`config.mk`:
```
export PLATFORM = sky130hd
export DESIGN_NAME = stream_fifo
export DESIGN_NICKNAME = d
export VERILOG_FILES = /design/src/rtl/stream_pkg.sv /design/src/rtl/fifo_mem.sv /design/src/rtl/stream_fifo.sv
export SDC_FILE = /design/constraint.sdc
export NUM_CORES = 2
export LEC_CHECK = 0
export ABC_CLOCK_PERIOD_IN_PS = 21900
export BUFFER_PORTS_ARGS = -buffer_cell sky130_fd_sc_hd__buf_4
export CAP_MARGIN = 20
export CELL_PAD_IN_SITES_DETAIL_PLACEMENT = 1
export CELL_PAD_IN_SITES_GLOBAL_PLACEMENT = 1
export CORE_MARGIN = 2
export CORE_UTILIZATION = 50
export CTS_CLUSTER_SIZE = 8
export DETAILED_ROUTE_END_ITERATION = 6
export GPL_ROUTABILITY_DRIVEN = 0
export PLACE_DENSITY = 0.71
export SYNTH_ARGS = -nofsm -noshare
export SYNTH_HDL_FRONTEND = slang
export SYNTH_HIERARCHICAL = 1
export SYNTH_MEMORY_MAX_BITS = 65536
export SYNTH_SLANG_ARGS = --single-unit
```
`constraint.sdc`:
```
create_clock -name clk -period 21.9 [get_ports clk]
set_clock_uncertainty 0.1 [all_clocks]
set_input_delay 0 -clock clk [delete_from_list [all_inputs] [get_ports clk]]
set_output_delay 0 -clock clk [all_outputs]
set_load 0.01 [all_outputs]
```
`src/rtl/stream_pkg.sv`:
```
// Shared helpers for the stream datapath blocks. The word struct itself is
// declared in each user module, since its width follows that module's WIDTH.
package stream_pkg;

   function automatic int keep_width(input int width);
      return width / 8;
   endfunction

endpackage

```
`src/rtl/fifo_mem.sv`:
```
// Simple dual-port storage: one synchronous write port, one asynchronous read port.
// There is no reset, so the array maps onto LUTRAM.
module fifo_mem #(
   parameter int AW = 4,
   parameter int DW = 8
) (
   input  logic          clk,
   input  logic          we_i,
   input  logic [AW-1:0] waddr_i,
   input  logic [DW-1:0] wdata_i,
   input  logic [AW-1:0] raddr_i,
   output logic [DW-1:0] rdata_o
);

   logic [DW-1:0] mem_q [2**AW];

   always_ff @(posedge clk) begin
      if (we_i) mem_q[waddr_i] <= wdata_i;
   end

   assign rdata_o = mem_q[raddr_i];

endmodule

```
`src/rtl/stream_fifo.sv`:
```
// Stream FIFO with first-word-fall-through output. The head word always lives in
// hd_q, and the memory holds the words queued behind it. An optional packet mode gates the output until a full packet is held.
module stream_fifo
   import stream_pkg::*;
#(
   parameter int WIDTH      = 256,
   parameter int DEPTH_LOG2 = 4,
   parameter int AF_THRESH  = (1 << DEPTH_LOG2) - 2,
   parameter int AE_THRESH  = 1,
   parameter bit PKT_MODE   = 1'b0,
   localparam int KEEP_W    = keep_width(WIDTH)
) (
   input  logic                clk,
   input  logic                rst,
   input  logic                s_valid,
   output logic                s_ready,
   input  logic [WIDTH-1:0]    s_data,
   input  logic [KEEP_W-1:0]   s_keep,
   input  logic                s_last,
   output logic                m_valid,
   input  logic                m_ready,
   output logic [WIDTH-1:0]    m_data,
   output logic [KEEP_W-1:0]   m_keep,
   output logic                m_last,
   output logic [DEPTH_LOG2:0] level,
   output logic [DEPTH_LOG2:0] pkt_count,
   output logic                almost_full,
   output logic                almost_empty
);

   localparam int DEPTH = 1 << DEPTH_LOG2;
   localparam int LW    = DEPTH_LOG2 + 1;
   localparam logic [LW-1:0] FULL_L = LW'(DEPTH);
   localparam logic [LW-1:0] ONE_L  = LW'(1);
   localparam logic [LW-1:0] AF_L   = LW'(AF_THRESH);
   localparam logic [LW-1:0] AE_L   = LW'(AE_THRESH);

   typedef struct packed {
      logic [WIDTH-1:0]  data;
      logic [KEEP_W-1:0] keep;
      logic              last;
   } stream_word_t;

   stream_word_t s_word, mem_rd, hd_q, hd_d;
   logic [DEPTH_LOG2-1:0] wr_ptr_q, wr_ptr_d, rd_ptr_q, rd_ptr_d;
   logic [LW-1:0] level_q, level_d, pkt_q, pkt_d;
   logic push, pop, byp, reload, mem_we;

   assign s_word = '{data: s_data, keep: s_keep, last: s_last};

   // In packet mode, a completely full FIFO also releases the head word.
   // Otherwise a packet longer than DEPTH would deadlock.
   assign s_ready = (level_q != FULL_L);
   assign m_valid = (level_q != '0) && (!PKT_MODE || pkt_q != '0 || level_q == FULL_L);

   assign push   = s_valid && s_ready;
   assign pop    = m_valid && m_ready;
   assign byp    = push && (level_q == '0 || (level_q == ONE_L && pop));
   assign reload = pop && (level_q > ONE_L);
   assign mem_we = push && !byp;

   always_comb begin
      hd_d     = hd_q;
      wr_ptr_d = wr_ptr_q;
      rd_ptr_d = rd_ptr_q;
      level_d  = level_q;
      pkt_d    = pkt_q;
      if (byp)         hd_d = s_word;
      else if (reload) hd_d = mem_rd;
      if (mem_we) wr_ptr_d = wr_ptr_q + 1'b1;
      if (reload) rd_ptr_d = rd_ptr_q + 1'b1;
      case ({push, pop})
         2'b10:   level_d = level_q + ONE_L;
         2'b01:   level_d = level_q - ONE_L;
         default: level_d = level_q;
      endcase
      case ({push && s_last, pop && hd_q.last})
         2'b10:   pkt_d = pkt_q + ONE_L;
         2'b01:   pkt_d = pkt_q - ONE_L;
         default: pkt_d = pkt_q;
      endcase
   end

   always_ff @(posedge clk or posedge rst) begin
      if (rst) begin
         wr_ptr_q <= '0;
         rd_ptr_q <= '0;
         level_q  <= '0;
         pkt_q    <= '0;
      end else begin
         wr_ptr_q <= wr_ptr_d;
         rd_ptr_q <= rd_ptr_d;
         level_q  <= level_d;
         pkt_q    <= pkt_d;
      end
   end

   // The head contents only matter while level > 0, so they need no reset.
   always_ff @(posedge clk) begin
      hd_q <= hd_d;
   end

   fifo_mem #(
      .AW (DEPTH_LOG2),
      .DW ($bits(stream_word_t))
   ) u_mem (
      .clk     (clk),
      .we_i    (mem_we),
      .waddr_i (wr_ptr_q),
      .wdata_i (s_word),
      .raddr_i (rd_ptr_q),
      .rdata_o (mem_rd)
   );

   assign m_data       = hd_q.data;
   assign m_keep       = hd_q.keep;
   assign m_last       = hd_q.last;
   assign level        = level_q;
   assign pkt_count    = pkt_q;
   assign almost_full  = (level_q >= AF_L);
   assign almost_empty = (level_q <= AE_L);

endmodule
```
==> impl_metrics.toml <==
[status]
status = "finished clean"

[layout]
layout-drive-gt1-share = 0.317
stdcell_count = 14700
area.growth.synth_to_final_pct = 18.9
stdcell_area_um2 = 222000
nets = 9857

[hold_path]
min_path_cells = 3
worstHoldStart = "s_data[177]"
min_to = "m_data[177]$_DFFE_PP_"
hold_path_class = "input port to flip-flop"

[logic_synthesis]
synth_cells = 7923
ys_ff_latch = 4931
yosys_warnings = 6
synth_common_cells = "4913 x edfxtp_1, 1097 x mux4_2, 509 x a22oi_1, 301 x mux2_2, 239 x nand2_1"
synth_cell_types = 48
synth_edf_count = 4913
syn_nets = 8228
synth_top_area_frac = 0.790
ys_top_cells_by_area = "edfxtp_1 79%, mux4_2 13%, a22oi_1 2.0%"
async_flop_share = 0.00365
avgSynthCellArea_um2 = 23.6
synthFlopType = "edfxtp_1"
synth_top_area_cell = "edfxtp_1"
synth_most_common_cell = "edfxtp_1"
yosysSeqAreaShare = 0.792
synth_area_um2 = 187000

[sta]
fin_crit_ns = 6.57
worstMarginPinSlew_ns = 1.15
timing.final.crit_share = 0.300
hold_violations = 0
rsz0062_at_grt = "false"
drv_slew = 0
relSlewSlack = 0.234
fin_setup_tns_ns = 0
max_freq_ghz = 0.152
setup_violations = 0
fin_ws_ns = 15.33

[cts]
clk_pin_slew_ns = 0.05
clock-sinks = 4931
postCtsHoldBufs = 595
numCtsBuffers = 688
cts_resized = 0
cts.htree.levels = 6
cts_buffer_depth = 4
cts_tree = "built"
post_cts_buffers = 0
insertion_delay_ns = 1.05
ctsRootBufferMaster = "clkbuf_16"

[die]
dieWidth_um = 615
initial_core_util = 0.502
io_pins = 596
die-area_um2 = 379000
coreArea_um2 = 372000
die_h_um = 615
rows = 224

[setup_path]
worstSetupEndpointType = "flip-flop"
required_ns = 22.63
regToRegEndpoint = "m_data[55]$_DFFE_PP_"
r2r_start = "rd_ptr_q[0]$_DFFE_PP0P_"
ff2ff_path_depth = 9
cp_max_fo = 99
start_kind = "flip-flop"
rrSetupSlack_ns = 15.33
path_class = "flip-flop to flip-flop"
arrival_ns = 7.30

[detailed_routing]
drt_iter0_drc = 9794
wirelength_mm = 505
postRouteAntennaNets = 0
firstDrtPassIters = 5
drc = 0
viasPerCell = 6.33
wl_per_cell_um = 34.5
vias = 92800

[placement]
place_ws_ns = 15.05
dpl.hpwl_mm = 255
placed_cells = 13200
io_buffer_count = 595
dpl_cell_area_um2 = 197000

[global_routing]
antenna_found_initial = 76
grt_pass1_wl_mm = 734
grt_use_total = 0.267
grt_pass1_vias = 101000
overflow = 0
grt_max_degree = 133

[job]
maxCapViolCount = 0

[power]
p_leak_uw = 0.0723
ir_worst_vdd_mv = 0.106
powerDensity_nw_per_um2 = 136
kinds of logic after synthesis:
family          Yosys count  share of synthesized area
xor+xnor                 17                   0.000797
buf+inv                 438                     0.0120
simple gates            366                    0.00886
fa+ha+maj                12                   0.000804
flops                  4931                      0.792
mux                    1540                      0.161
compound gates          619                     0.0249
power by group:
part           internal, uW  switching [uW]  total [uW]
Clock                  5630            3860        9490
Combinational          3720            4650        8370
Sequential            11900             553       12400
Total                 21200            9060       30300
cell usage in the layout (no fill, tap or decap), types with 29 or more instances in the layout:
cell	instances
mux2_4	99
mux2_2	301
clkbuf_16	693
nor2b_1	37
nand2b_1	29
a22oi_1	509
edfxtp_1	4913
dlygate4sd3_1	595
o21ai_0	29
o221ai_1	37
buf_4	749
mux4_2	1097
nand2_1	238
clkbuf_1	45
mux2i_1	43
area by class of cell:
| type | instances | area, um^2 |
|---|---|---|
| multi-input combinational | 2554 | 36800 |
| tap | 4972 | 6220 |
| antenna | 26 | 65.1 |
| fill | 30500 | 150000 |
| clock inverter | 60 | 1290 |
| clock buffer | 738 | 17500 |
| timing repair buffer | 1373 | 12200 |
| inverter | 4 | 15.0 |
| sequential | 4931 | 148000 |
metrics by stage:
stage,utilization,hold WS (ns),total power [uW]
after CTS,0.596,0.0251,30500
after floorplan,-,-0.161,18200
final,0.597,0.0448,30300
after global placement,0.530,0.153,20600
after global routing,0.597,0.0568,31400
after detailed placement,0.530,0.187,20800
worst max-delay path by stage:
| stage | startpoint | to |
|---|---|---|
| after floorplan | level[0]$_DFFE_PP0P_ | u_mem/mem_q[1][0]$_DFFE_PP_ |
| after global placement | rd_ptr_q[0]$_DFFE_PP0P_ | m_data[74]$_DFFE_PP_ |
| after detailed placement | rd_ptr_q[0]$_DFFE_PP0P_ | m_data[55]$_DFFE_PP_ |
| after CTS | rd_ptr_q[0]$_DFFE_PP0P_ | m_data[55]$_DFFE_PP_ |
| after global routing | rd_ptr_q[0]$_DFFE_PP0P_ | m_data[53]$_DFFE_PP_ |
| final | rd_ptr_q[0]$_DFFE_PP0P_ | m_data[55]$_DFFE_PP_ |
worst max-delay path, stage by stage, from the launching register on:
cell and delay, ns:
dfrtp_4 0.71, buf_12 0.62, buf_4 0.82, buf_12 0.62, buf_4 0.89, buf_4 0.91, mux4_2 0.63, a22oi_1 0.25
nand2_1 0.11, mux2_2 0.27
per-layer routing:
metal  track usage  share of wire  wire, um
met2         0.445           0.50    254000
met3        0.0421          0.070     35400
met5             0        0.00054       274
met4        0.0808          0.030     15100
met1         0.366           0.40    200000
flip-flops by register name, indices dropped and copies added (netlist names):
signal / flops
wr_ptr_q: 4
level: 5
m_last: 1
m_data: 256
m_keep: 32
pkt_count: 5
u_mem/mem_q: 4624
rd_ptr_q: 4
Power figures use the tool's default switching activity.
